==> src/rtl/inst_issue_queue.sv <==
// Instruction issue queue: decodes RV32 words at entry, buffers them in a FIFO and
// presents one registered instruction per cycle to the order manager.
module inst_issue_queue #(
    parameter int DEPTH = 8,
    parameter int CNT_W = 16
) (
    input  logic             clk,
    input  logic             rst_n,
    input  logic             flush,
    input  logic             in_valid,
    input  logic [31:0]      in_instr,
    output logic             in_ready,
    input  logic             struct_haz,
    output logic             start,
    output logic [31:0]      instruction,
    output logic [2:0]       operation,
    output logic [4:0]       rs1,
    output logic [4:0]       rs2,
    output logic [4:0]       rd,
    output logic             empty,
    output logic [CNT_W-1:0] issued_cnt,
    output logic [CNT_W-1:0] illegal_cnt
);

    localparam int PTR_W = $clog2(DEPTH);
    localparam logic [PTR_W:0] FULL_COUNT = (PTR_W+1)'(DEPTH);

    typedef enum logic [2:0] {
        OP_NOP = 3'd0,
        OP_ADD = 3'd1,
        OP_SUB = 3'd2,
        OP_MUL = 3'd3,
        OP_LW  = 3'd4,
        OP_SW  = 3'd5
    } op_e;

    typedef struct packed {
        logic [31:0] instr;
        logic [2:0]  op;
        logic [4:0]  rs1;
        logic [4:0]  rs2;
        logic [4:0]  rd;
    } entry_t;

    // Handshakes: a push happens on in_valid && in_ready; the issued instruction is
    // taken on start && !struct_haz, and start/fields stay stable until then.

    entry_t             r_mem [DEPTH];
    entry_t             r_issue;
    logic [PTR_W-1:0]   r_wr_ptr;
    logic [PTR_W-1:0]   r_rd_ptr;
    logic [PTR_W:0]     r_count;
    logic               r_start;
    logic [CNT_W-1:0]   r_issued_cnt;
    logic [CNT_W-1:0]   r_illegal_cnt;

    entry_t             w_dec;
    logic               w_dec_legal;
    logic               w_handshake;
    logic               w_push;
    logic               w_illegal;
    logic               w_accept;
    logic               w_slot_free;
    logic               w_pop;

    always_comb begin
        w_dec       = '0;
        w_dec.instr = in_instr;
        w_dec_legal = 1'b0;
        unique case (in_instr[6:0])
            7'b0110011: begin
                if (in_instr[14:12] == 3'b000) begin
                    w_dec.rs1 = in_instr[19:15];
                    w_dec.rs2 = in_instr[24:20];
                    w_dec.rd  = in_instr[11:7];
                    unique case (in_instr[31:25])
                        7'b0000000: begin w_dec.op = OP_ADD; w_dec_legal = 1'b1; end
                        7'b0100000: begin w_dec.op = OP_SUB; w_dec_legal = 1'b1; end
                        7'b0000001: begin w_dec.op = OP_MUL; w_dec_legal = 1'b1; end
                        default:    w_dec_legal = 1'b0;
                    endcase
                end
            end
            7'b0000011: begin
                if (in_instr[14:12] == 3'b010) begin
                    w_dec.op    = OP_LW;
                    w_dec.rs1   = in_instr[19:15];
                    w_dec.rd    = in_instr[11:7];
                    w_dec_legal = 1'b1;
                end
            end
            7'b0100011: begin
                if (in_instr[14:12] == 3'b010) begin
                    w_dec.op    = OP_SW;
                    w_dec.rs1   = in_instr[19:15];
                    w_dec.rs2   = in_instr[24:20];
                    w_dec_legal = 1'b1;
                end
            end
            default: w_dec_legal = 1'b0;
        endcase
    end

    // A flushed cycle discards the push, so neither storage nor the illegal count sees it.
    assign w_handshake = in_valid && in_ready && !flush;
    assign w_push      = w_handshake && w_dec_legal;
    assign w_illegal   = w_handshake && !w_dec_legal;
    assign w_accept    = r_start && !struct_haz;
    assign w_slot_free = !r_start || w_accept;
    assign w_pop       = w_slot_free && (r_count != '0) && !flush;

    always_ff @(posedge clk) begin
        if (w_push) begin
            r_mem[r_wr_ptr] <= w_dec;
        end
    end

    always_ff @(posedge clk or negedge rst_n) begin
        if (!rst_n) begin
            r_wr_ptr      <= '0;
            r_rd_ptr      <= '0;
            r_count       <= '0;
            r_start       <= 1'b0;
            r_issue       <= '0;
            r_issued_cnt  <= '0;
            r_illegal_cnt <= '0;
        end else begin
            if (w_accept) begin
                r_issued_cnt <= r_issued_cnt + CNT_W'(1);
            end
            if (w_illegal) begin
                r_illegal_cnt <= r_illegal_cnt + CNT_W'(1);
            end
            if (flush) begin
                r_wr_ptr <= '0;
                r_rd_ptr <= '0;
                r_count  <= '0;
                r_start  <= 1'b0;
                r_issue  <= '0;
            end else begin
                if (w_push) begin
                    r_wr_ptr <= r_wr_ptr + PTR_W'(1);
                end
                if (w_pop) begin
                    r_rd_ptr <= r_rd_ptr + PTR_W'(1);
                end
                unique case ({w_push, w_pop})
                    2'b10:   r_count <= r_count + (PTR_W+1)'(1);
                    2'b01:   r_count <= r_count - (PTR_W+1)'(1);
                    default: r_count <= r_count;
                endcase
                // The head is read from storage before this edge's write, so a push
                // into an empty FIFO always spends one cycle there before issuing.
                if (w_slot_free) begin
                    if (r_count != '0) begin
                        r_issue <= r_mem[r_rd_ptr];
                        r_start <= 1'b1;
                    end else begin
                        r_issue <= '0;
                        r_start <= 1'b0;
                    end
                end
            end
        end
    end

    assign in_ready    = (r_count < FULL_COUNT);
    assign start       = r_start;
    assign instruction = r_issue.instr;
    assign operation   = r_issue.op;
    assign rs1         = r_issue.rs1;
    assign rs2         = r_issue.rs2;
    assign rd          = r_issue.rd;
    assign empty       = (r_count == '0) && !r_start;
    assign issued_cnt  = r_issued_cnt;
    assign illegal_cnt = r_illegal_cnt;

endmodule
==> config.mk <==
export PLATFORM = sky130hd
export DESIGN_NAME = inst_issue_queue
export DESIGN_NICKNAME = d
export VERILOG_FILES = /design/src/rtl/inst_issue_queue.sv
export SDC_FILE = /design/constraint.sdc
export NUM_CORES = 1
export LEC_CHECK = 0
export ABC_AREA = 1
export ABC_CLOCK_PERIOD_IN_PS = 13700
export BUFFER_PORTS_ARGS = -buffer_cell sky130_fd_sc_hd__buf_2
export CORE_MARGIN = 2
export CORE_UTILIZATION = 30
export CTS_BUF_LIST = sky130_fd_sc_hd__clkbuf_16
export DETAILED_ROUTE_END_ITERATION = 16
export GPL_TIMING_DRIVEN = 0
export HOLD_SLACK_MARGIN = 0.05
export PLACE_DENSITY_LB_ADDON = 0.15
export SYNTH_ARGS = -nofsm -noshare
export SYNTH_HDL_FRONTEND = slang
export SYNTH_SLANG_ARGS = --single-unit
==> constraint.sdc <==
create_clock -name clk -period 13.7 [get_ports clk]
set_clock_uncertainty 0.15 [all_clocks]
set_input_delay 0.685 -clock clk [delete_from_list [all_inputs] [get_ports clk]]
set_output_delay 0.685 -clock clk [all_outputs]
set_load 0.02 [all_outputs]
# Yosys cells after proc, flatten, opt, wreduce, memory -nomap -nowiden
# Memories as Yosys holds them, arrays and structs flattened.
# Cells that the tools add are included.
# totals
elab_cells,76
out_inout_bits,85
mem_bits_ro,0
n_memories,1
mem_bits_rw,400
input_bits,37
register_bits,93
latch_bits,0
# mem_list
name,words,width,read_ports,rd_clocked_by_memory_dff,wr,line_no,text
r_mem,8,50,1,0,1,48,entry_t r_mem [DEPTH];
# op_classes
magnitude_cmp,1
n_mul,0
eq_ne,8
muxes,26
bitwise,0
n_reduce_logical,23
n_shift,0
addsub,6
n_div,0
# ops
cell,count
$mux W50,3
$add A16 B1 Y16 const B,2
$pmux W8 S3,1
$eq A7 B6 Y1 const B,3
$pmux W5 S2,2
$mux W17,1
$mux W13,1
$mux W3,4
$logic_and A1 B1 Y1,8
$mux W1,8
$mux W8,1
$pmux W4 S2,1
$eq A7 B1 Y1 const B,1
$eq A7 B2 Y1 const B,1
$logic_not A7 Y1,1
$add A3 B1 Y3 const B,2
$pmux W2 S3,1
$reduce_bool A2 Y1,3
$mux W5,1
$add A4 B1 Y4 const B,1
$logic_not A1 Y1,4
$logic_not A4 Y1,1
$lt A4 B4 Y1 const B,1
$mux W4,1
11 further kinds,11

# Logic depth before layout (Yosys ltp)
# Gate-level depths: netlist of the first run.
# depth
word_depth,9
depth_mapped,17
mapped_depth_nobuf,17

# Least setup slack after synthesis of the first run
# OpenSTA, ideal clock, no wires.
# synth_path
path_type,input port to flip-flop
from,input in_instr[3]
to,"memory r_mem[2][0] (netlist bit), enable pin"
t_arrival_ns,5.079
path_buffers,0
setup_slack_ns,7.951
stages,8
setup_ns,0.520
required_time_ns,13.030
path_cell_list,nor2_1 -> nand3_2 -> nor2_4 -> nand2_1 -> nand3_2 -> nand2_4 -> or2_2 -> nor3_1
# synth_between
elab_chain_len,6
elab_cells_between_ends,8
classes_between,eq/ne: 3; mux: 3; reduce/logical: 2
# synth_lines
item,line_no,text
"start, declared",11,"input logic [31:0] in_instr,"
$eq A7 B6 Y1 / $eq A7 B2 Y1 (equally long branches),70,unique case (in_instr[6:0])
$reduce_or A2 Y1 (no source line),n/a,
$pmux W1 S2 (*),70,
$logic_and A1 B1 Y1 (*),106,assign w_push = w_handshake && w_dec_legal;
$mux W1 (*),113,if (w_push) begin
$mux W1 (implied by the code) (*),114,r_mem[r_wr_ptr] <= w_dec;
"end, declared",48,
# Mark *: on every way between the ends. The rest lies on a longest branch, timed or not.

# Final worst setup path of the first run
# layout_path
from,input in_instr[2]
to,"memory r_mem[2][7] (netlist bit), enable pin"
# The elaborated chain is that of the path after synthesis.

==> results of run 1 <==
## stage by stage
stage          total power, mW  setup WS (ps)  std cells   util
2_1_floorplan             2.45           7950       1480      -
3_3_place_gp              2.93           3560       2456  0.328
3_5_place_dp              2.94           9800       2504  0.337
4_1_cts                   4.34          10430       2604  0.364
5_1_grt                   4.49          10270       2604  0.364
6_report                  4.27          10440       2604  0.364
## sequential cells by signal, indices dropped and copies added (netlist names)
| name | flops |
|---|---|
| illegal_cnt | 16 |
| start | 1 |
| r_rd_ptr | 3 |
| instruction | 32 |
| rs2 | 5 |
| issued_cnt | 16 |
| rs1 | 5 |
| rd | 5 |
| r_mem | 400 |
| r_count | 4 |
| r_wr_ptr | 3 |
| operation | 3 |
## power breakdown
| part | switching, mW | internal [mW] |
|---|---|---|
| registers | 0.0627 | 1.70 |
| logic | 0.812 | 0.315 |
| clock network | 0.602 | 0.781 |
## per-layer routing
layer  routed length [µm]  up-vias  share of wire  global-route usage
met5                    0        -              0                   0
met3                 2740       82          0.047              0.0270
li1                     -     5870              -                   -
met4                 1270        0          0.022              0.0458
met1                25700     6407           0.44               0.233
met2                28100      327           0.49               0.293
## layout by cell type (no fill, tap or decap), types with 9 or more instances in the layout
cell,Yosys,routed
nand3_1,40,40
buf_6,0,40
o22ai_1,28,28
clkinv_2,0,11
o211ai_1,28,28
edfxtp_1,400,400
nor3_2,1,9
dfrtp_1,93,93
xnor2_1,14,14
o221ai_1,72,72
o21ai_0,245,245
nand2_1,51,51
buf_2,8,128
clkbuf_1,77,77
nor2_1,236,236
xor2_1,14,14
clkinv_1,0,10
clkbuf_16,0,53
inv_1,93,109
o21ai_1,13,13
## worst register-to-register path, delay by kind of cell, from the launching register on
kind | cells | cell delay [ps]
buffers and inverters | 5 | 830
DFF | 1 | 400
and+or+nand+nor | 4 | 1160
## final cells by class
cell class	count	area share
Sequential cell	493	0.614
Timing Repair Buffer	170	0.0501
Inverter	96	0.0156
Clock buffer	53	0.0568
Clock inverter	46	0.0152
Buffer	88	0.0147
Multi-Input combinational cell	803	0.188
Tap cell	855	0.0458
## worst max-delay path by stage
stage                            start                endpoint  slack [ps]
after floorplan            in_instr[3]   r_mem[2][0]$_DFFE_PP_        7950
after global placement     in_instr[2]   r_mem[7][7]$_DFFE_PP_        3560
after detailed placement   in_instr[2]  r_mem[2][29]$_DFFE_PP_        9800
after CTS                  in_instr[2]  r_mem[2][29]$_DFFE_PP_       10430
after global routing      in_instr[12]  r_mem[2][29]$_DFFE_PP_       10270
final                      in_instr[2]   r_mem[2][7]$_DFFE_PP_       10440
## cell families (layout without fill, tap and decap cells)
kind of cell	Yosys count	after routing	synth area share
AOI/OAI and AO/OA	393	393	0.122
xor gates and xnor gates	28	28	0.0126
adders and majority gates	6	6	0.00387
buffers and inverters	184	453	0.0366
DFF	493	493	0.739
muxes	2	2	0.00116
and+or+nand+nor	374	374	0.0848
==> impl_metrics.json, run 1 <==
{
  "status": "finished, final reports clean",
  "min_from": "flush",
  "fp-row-count": 93,
  "synthArstFlopShare": 0.189,
  "crit_chain": "buf_2 -> nor2_1 -> nand3_2 -> inv_1 -> nand3_1 -> nand3_2 -> nand2_4 -> or2_2 -> nor3_2 -> buf_6 -> buf_6 -> buf_6",
  "cts_sinks": 493,
  "rsz0062_at_grt": "false",
  "synth.most_common_cell": "edfxtp_1",
  "final_nets": 1748,
  "crit_buf_inv": 5,
  "crit_required_ps": 13860,
  "diodes": 0,
  "grt_max_degree": 52,
  "drtIter0Drc": 1060,
  "synth_common_cells": "edfxtp_1 (400), o21ai_0 (245), nor2_1 (236)",
  "drtPass1Iterations": 5,
  "cp_max_fo": 9,
  "critical_path_depth": 12,
  "synth_top_cell_area_share": 0.619,
  "hold_class": "input pin to register",
  "min_period_over_period": 0.238,
  "worst_r2r_endpoint": "r_mem[2][7]$_DFFE_PP_",
  "clk_latency_ps": 630,
  "powerDensity_mw_per_mm2": 183,
  "period_needed_ps": 3260,
  "worstHoldEndpoint": "r_wr_ptr[1]$_DFFE_PN0P_",
  "cts_tree": "done",
  "io_pins": 122,
  "syn_to_final_growth_pct": 20.4,
  "synthCells": 1480,
  "ys_warn_count": 0,
  "grt_pass1_wl_um": 86000,
  "crit_family": "simple AND/OR/NAND/NOR gates",
  "gp_congestion": 0.768,
  "synth-edff-count": 400,
  "critical_path.slowest_cell": "nor3_2",
  "crit_path_start_kind": "input pin",
  "dieArea_mm2": 0.0667,
  "clockBufferDepth": 3,
  "drc": 0,
  "r2r-start": "r_count[3]$_DFFE_PN0P_",
  "final_cell_area_mm2": 0.0234,
  "wire_per_inst_um": 22.2,
  "maxClockFrequency_mhz": 307,
  "critPathMaxStageDelay_ps": 600,
  "max_slew_margin": 0.165,
  "grt_util_all_layers": 0.173,
  "overflow": 0,
  "crit_type": "input pin to register",
  "worst_pin_slew_ps": 1250,
  "synthTopCellsByArea": "edfxtp_1 (62%), dfrtp_1 (12%), o21ai_0 (6.3%)",
  "synth_ff_type": "edfxtp_1",
  "rrSetupSlack_ps": 10870,
  "holdWs_ps": 203,
  "cts_setup_buffers": 0,
  "vias": 12700,
  "initial_utilization": 0.302,
  "syn_avg_cell_area_um2": 13.1,
  "arrival_ps": 3420,
  "antenna_found_initial": 1,
  "cts.reportedPaths.clkPinSlew_ps": 60,
  "reg2reg_depth": 9,
  "hold_viol": 0,
  "routed_wl_um": 57900,
  "synth_seq_area_share": 0.739,
  "crit_top_cell": "buf_6",
  "critPathCaptureType": "register",
  "register_area_mm2": 0.0143,
  "cts_resized": 0,
  "viasPerCell": 4.87,
  "ir_worst_vdd_v": 0.0000934,
  "slew_viol_final": 0,
  "place_area_mm2": 0.0217,
  "port_buffers": 121,
  "multi_input_area_mm2": 0.00439,
  "setup_tns_ps": 0,
  "ant_nets": 0,
  "drive_gt1_frac": 0.166,
  "setup_viol": 0,
  "min_delay_path_depth": 2,
  "grt_pass1_vias": 13000,
  "ys_seq_elements": 493,
  "maxCapViolations": 0,
  "coreArea_mm2": 0.0642,
  "cts_hold_buf": 1,
  "synth_fp_nets": 1523,
  "die_w_um": 258,
  "fillers": 6303,
  "cts_inserted_buffers": 53,
  "p_leak_nw": 8.44,
  "synth_area_mm2": 0.0194,
  "ys_types": 41,
  "cts.htree.levels": 2,
  "cts_root_buf": "clkbuf_16",
  "die_h_um": 258,
  "dpl.hpwl_um": 39400,
  "synth_top_area_cell": "edfxtp_1"
}
(Power assumes the default switching activity.)
==> run 2, diff against run 1 <==
Settings changed: ABC_AREA 1 to 0, ABC_CLOCK_PERIOD_IN_PS 13700 to 2800.
Clock period 13.7 ns to 2.8 ns, I/O delays scaled along.
==> impl_metrics.json, run 2 <==
{
  "status": "finished, final reports clean",
  "cts.reportedPaths.clkPinSlew_ps": 60,
  "hold_viol": 0,
  "vias": 10100,
  "maxCapViolations": 0,
  "port_buffers": 121,
  "coreArea_mm2": 0.0630,
  "synth.most_common_cell": "edfxtp_1",
  "syn_avg_cell_area_um2": 19.2,
  "drc": 0,
  "max_slew_margin": 0.284,
  "synth_ff_type": "edfxtp_1",
  "slew_viol_final": 0,
  "final_cell_area_mm2": 0.0239,
  "period_needed_ps": 2670,
  "synth_top_cell_area_share": 0.629,
  "overflow": 0,
  "grt_util_all_layers": 0.147,
  "crit_required_ps": 2960,
  "die_w_um": 256,
  "synthCells": 995,
  "drtPass1Iterations": 6,
  "critPathMaxStageDelay_ps": 550,
  "p_leak_nw": 8.51,
  "fp-row-count": 92,
  "cp_max_fo": 13,
  "min_period_over_period": 0.955,
  "p_switching_mw": 5.88,
  "r2r-start": "r_count[3]$_DFFE_PN0P_",
  "dpl.hpwl_um": 31300,
  "ys_types": 49,
  "initial_utilization": 0.303,
  "maxClockFrequency_mhz": 374,
  "pwr-share-seq": 0.429,
  "arrival_ps": 2830,
  "min_delay_path_depth": 5,
  "final_nets": 1309,
  "layout_common_cells": "edfxtp_1 (400), buf_2 (130), mux4_2 (100), dfrtp_1 (93), nand2_1 (65)",
  "p_sw_frac": 0.292,
  "cts_inserted_buffers": 56,
  "crit_chain": "dlygate4sd3_1 -> clkbuf_4 -> a21boi_0 -> and4_4 -> o211a_1 -> nand2_4 -> nor3b_4 -> buf_8 -> buf_16 -> buf_16 -> buf_16",
  "synthArstFlopShare": 0.189,
  "ir_worst_vdd_v": 0.000476,
  "layout_commonest_cell": "edfxtp_1",
  "synth_common_cells": "edfxtp_1 (400), mux4_2 (100), dfrtp_1 (93)",
  "wire_per_inst_um": 22.1,
  "viasPerCell": 4.66,
  "largest_register_ffs": 400,
  "diodes": 0,
  "grt_pass1_wl_um": 71900,
  "min_from": "in_instr[14]",
  "cts_tree": "done",
  "io_pins": 122,
  "critPathCaptureType": "register",
  "synth-edff-count": 400,
  "dieArea_mm2": 0.0656,
  "crit_top_cell": "buf_16",
  "top_register": "r_mem",
  "grt_pass1_vias": 10700,
  "place_area_mm2": 0.0216,
  "fillers": 5866,
  "clk_latency_ps": 590,
  "power_frac_clock": 0.344,
  "crit_path_start_kind": "input pin",
  "synth_area_mm2": 0.0191,
  "setup_viol": 0,
  "worst_pin_slew_ps": 1070,
  "p_int_mw": 14.3,
  "share_comb_of_total_power": 0.227,
  "synth_fp_nets": 1038,
  "crit_family": "buffers and inverters",
  "ys_warn_count": 0,
  "synth_seq_area_share": 0.751,
  "synth_top_area_cell": "edfxtp_1",
  "power_mw": 20.2,
  "ant_nets": 0,
  "powerDensity_mw_per_mm2": 843,
  "clockBufferDepth": 3,
  "grt_max_degree": 68,
  "antenna_found_initial": 1,
  "worst_r2r_endpoint": "r_mem[5][39]$_DFFE_PP_",
  "cts.htree.levels": 2,
  "cts_root_buf": "clkbuf_16",
  "synthTopCellsByArea": "edfxtp_1 (63%), dfrtp_1 (12%), mux4_2 (12%)",
  "crit_type": "input pin to register",
  "gp_congestion": 0.709,
  "hold_class": "input pin to register",
  "die_h_um": 256,
  "cts_sinks": 493,
  "critical_path.slowest_cell": "dlygate4sd3_1",
  "routed_wl_um": 47600,
  "drtIter0Drc": 677,
  "worstHoldEndpoint": "r_count[2]$_DFFE_PN0P_",
  "rrSetupSlack_ps": 140,
  "drive_gt1_frac": 0.299,
  "crit_buf_inv": 6,
  "ys_seq_elements": 493,
  "rsz0062_at_grt": "false",
  "reg2reg_depth": 8,
  "syn_to_final_growth_pct": 25.3
}
## run 2: repair_timing
| action | 4_1_cts | 5_1_grt |
|---|---|---|
| gates resized for setup | 2 | 18 |
| setup buffers | 12 | 4 |
| endpoints found under the setup margin | 110 | 65 |
| endpoints found under the hold margin | 508 | 0 |
| hold buffers | 40 | 0 |
| pin swaps | 6 | 6 |
| cloned | 0 | 0 |
## run 2: cells by family after synthesis
logic type	after synthesis	synth area share
flops	493	0.751
simple gates	179	0.0485
mux	153	0.146
compound gates	74	0.0214
buf+inv	54	0.0124
xor+xnor	36	0.0165
fa+ha+maj	6	0.00393
## run 2: routing by layer
layer | vias up | track usage | share of wire
met5 | - | 0 | 0
met2 | 198 | 0.242 | 0.49
met4 | 0 | 0.0364 | 0.019
met3 | 64 | 0.0284 | 0.039
li1 | 4511 | - | -
met1 | 5279 | 0.201 | 0.45
## run 2: cell type report
class	count	area [µm²]	area share
flip-flops and latches	493	14300	0.600
well taps	846	1060	0.0443
inverters	10	37.5	0.00157
clock inverters	47	314	0.0131
clock buffers	57	1430	0.0597
plain buffers	43	196	0.00822
repair buffers	214	1860	0.0780
multi-input cells	448	4670	0.195
## run 2: through the flow
step	setup slack, ps	hold WS, ps	utilization	TNS [ps]	std cells
6_report	127	109	0.380	0	2158
5_1_grt	3.70	112	0.380	0	2158
2_1_floorplan	-588	-306	-	-107440	995
3_5_place_dp	-622	-102	0.343	-125920	1999
3_3_place_gp	-3120	287	0.332	-966050	1962
4_1_cts	9.67	59.2	0.379	0	2155
## run 2: tightest hold or removal path: cells and delay by family
family	cells	cell delay [ps]
AO/OA/AOI/OAI	3	410
buffers and inverters	1	150
AND/OR/NAND/NOR	1	100
## run 2: worst max path at each step
stage	end	from	cells after the start
final	r_mem[5][39]$_DFFE_PP_	in_instr[5]	11
after global routing	r_count[2]$_DFFE_PN0P_	r_count[3]$_DFFE_PN0P_	9
after CTS	r_mem[3][6]$_DFFE_PP_	in_instr[5]	9
after detailed placement	r_mem[5][39]$_DFFE_PP_	in_instr[3]	10
after global placement	r_mem[2][41]$_DFFE_PP_	in_instr[3]	6
after floorplan	r_mem[2][0]$_DFFE_PP_	in_instr[13]	5
## run 2: power groups by stage
stage	logic (mW)	registers [mW]	clock network [mW]
2_1_floorplan	2.63	9.17	0
3_3_place_gp	4.60	8.79	0
3_5_place_dp	4.63	8.80	0
4_1_cts	4.71	8.65	7.16
5_1_grt	5.01	8.72	7.44
6_report	4.58	8.64	6.93
==> run 3, diff against run 2 <==
Settings changed: BUFFER_PORTS_ARGS -buffer_cell sky130_fd_sc_hd__buf_2 to -buffer_cell sky130_fd_sc_hd__buf_4, PLACE_DENSITY_LB_ADDON 0.15 to unset.
==> impl_metrics.json, run 3 (synthesis results as in run 2) <==
{
  "status": "finished, final reports clean",
  "crit_required_ps": 3120,
  "largest_register_ffs": 400,
  "rrSetupSlack_ps": 70,
  "die_h_um": 256,
  "crit_family": "simple AND/OR/NAND/NOR gates",
  "cts_root_buf": "clkbuf_16",
  "critical_path.startpoint": "r_count[1]$_DFFE_PN0P_",
  "max_slew_margin": 0.281,
  "dieArea_mm2": 0.0656,
  "maxClockFrequency_mhz": 367,
  "vias": 10100,
  "syn_to_final_growth_pct": 25.6,
  "grt_max_degree": 50,
  "crit_buf_inv": 3,
  "slew_viol_final": 0,
  "reg2reg_depth": 10,
  "stdcell_count": 2144,
  "final_nets": 1298,
  "p_leak_nw": 8.47,
  "grt_pass1_vias": 10600,
  "initial_utilization": 0.303,
  "cts_sinks": 493,
  "drive_gt1_frac": 0.291,
  "worst_r2r_endpoint": "r_count[2]$_DFFE_PN0P_",
  "crit_path_start_kind": "register",
  "die_w_um": 256,
  "grt_pass1_wl_um": 68100,
  "cts.htree.levels": 2,
  "layout_common_cells": "edfxtp_1 (400), buf_4 (133), mux4_2 (100), dfrtp_1 (93), nand2_1 (65)",
  "fp-row-count": 92,
  "antenna_found_initial": 2,
  "holdWs_ps": 126,
  "critPathMaxStageDelay_ps": 520,
  "r2r-start": "r_count[1]$_DFFE_PN0P_",
  "arrival_ps": 3050,
  "dpl.cell_count": 1997,
  "grt_util_all_layers": 0.138,
  "io_pins": 122,
  "critPathCaptureType": "register",
  "wire_per_inst_um": 21.0,
  "clk_latency_ps": 610,
  "powerDensity_mw_per_mm2": 834,
  "hold_class": "input pin to register",
  "crit_type": "register to register",
  "worstHoldEndpoint": "r_wr_ptr[1]$_DFFE_PN0P_",
  "min_period_over_period": 0.973,
  "crit_top_cell": "buf_6",
  "crit_chain": "buf_6 -> or4_1 -> buf_6 -> nand3b_1 -> nor2_1 -> ha_1 -> inv_1 -> a2111oi_2 -> o2bb2ai_1 -> a21oi_1",
  "cts_inserted_buffers": 50,
  "top_register": "r_mem",
  "overflow": 0,
  "rsz0062_at_grt": "true",
  "gp_congestion": 0.744,
  "min_delay_path_depth": 5,
  "min_from": "in_instr[14]",
  "fin_util": 0.381,
  "coreArea_mm2": 0.0630,
  "clockBufferDepth": 3,
  "ir_worst_vdd_v": 0.000568,
  "maxCapViolations": 0,
  "routed_wl_um": 45100,
  "worst_pin_slew_ps": 1080,
  "layout_commonest_cell": "edfxtp_1",
  "cts.reportedPaths.clkPinSlew_ps": 70,
  "drc": 0,
  "setup_viol": 0,
  "ant_nets": 0,
  "drtPass1Iterations": 5,
  "period_needed_ps": 2730,
  "port_buffers": 121,
  "cts_tree": "done",
  "hold_viol": 0,
  "viasPerCell": 4.73,
  "critical_path.slowest_cell": "or4_1",
  "dpl.hpwl_um": 29400,
  "drtIter0Drc": 994,
  "cp_max_fo": 8
}
run 3: through the flow:
stage | cell area (µm²) | setup slack [ps] | TNS [ps] | power [mW]
6_report | 24000 | 74.6 | 0 | 20.0
5_1_grt | 24000 | -62.8 | -72.4 | 20.9
4_1_cts | 23900 | 27.0 | 0 | 20.3
3_5_place_dp | 21800 | -514 | -69620 | 13.6
3_3_place_gp | 21200 | -2840 | -867930 | 13.5
2_1_floorplan | 19200 | -588 | -107440 | 11.8
run 3: repair_timing:
item,in CTS,in global routing
pin swaps,5,2
cloned,0,0
buffers inserted,7,3
hold buffers,42,0
setup endpoints to repair,86,34
hold endpoints to repair,510,0
gates resized for setup,0,12
run 3: final cells by class:
class                      instances  area, µm²
inverter                          10       37.5
sequential                       493      14300
tap                              846       1060
clock inverter                    44        370
buffer                            44        208
fill                            5794      39000
antenna                            1       2.50
multi-input combinational        448       4640
clock buffer                      50       1250
timing repair buffer             208       2060
run 3: how the worst max path moves through the flow:
stage                                  end  slack (ps)  depth (start not counted)
floorplan            r_mem[2][0]$_DFFE_PP_        -590                          5
global placement    r_mem[2][41]$_DFFE_PP_       -2840                          6
detailed placement  r_mem[5][41]$_DFFE_PP_        -510                          9
CTS                 r_mem[3][34]$_DFFE_PP_          30                          6
global route        r_count[2]$_DFFE_PN0P_         -60                         10
finish              r_count[2]$_DFFE_PN0P_          70                         10
run 3: per-layer routing:
layer	vias up	track usage	routed length, µm	part of all wire
li1	4475	-	-	-
met1	5298	0.187	19700	0.44
met2	316	0.228	21800	0.48
met3	53	0.0269	2840	0.063
met4	0	0.0348	777	0.017
met5	-	0	0	0
run 3: power breakdown:
part,total (mW),switching [mW],leakage (nW),internal [mW]
Combinational,4.78,2.62,2.59,2.16
Clock,6.56,2.83,0.855,3.73
Sequential,8.65,0.356,5.02,8.29
run 3: worst reg2reg max path, stage by stage, from the launching register on:
cell and delay [ps]:
dfrtp_1 370, buf_6 140, or4_1 520, buf_6 170, nand3b_1 130, nor2_1 90
ha_1 390, inv_1 100, a2111oi_2 350, o2bb2ai_1 150, a21oi_1 50
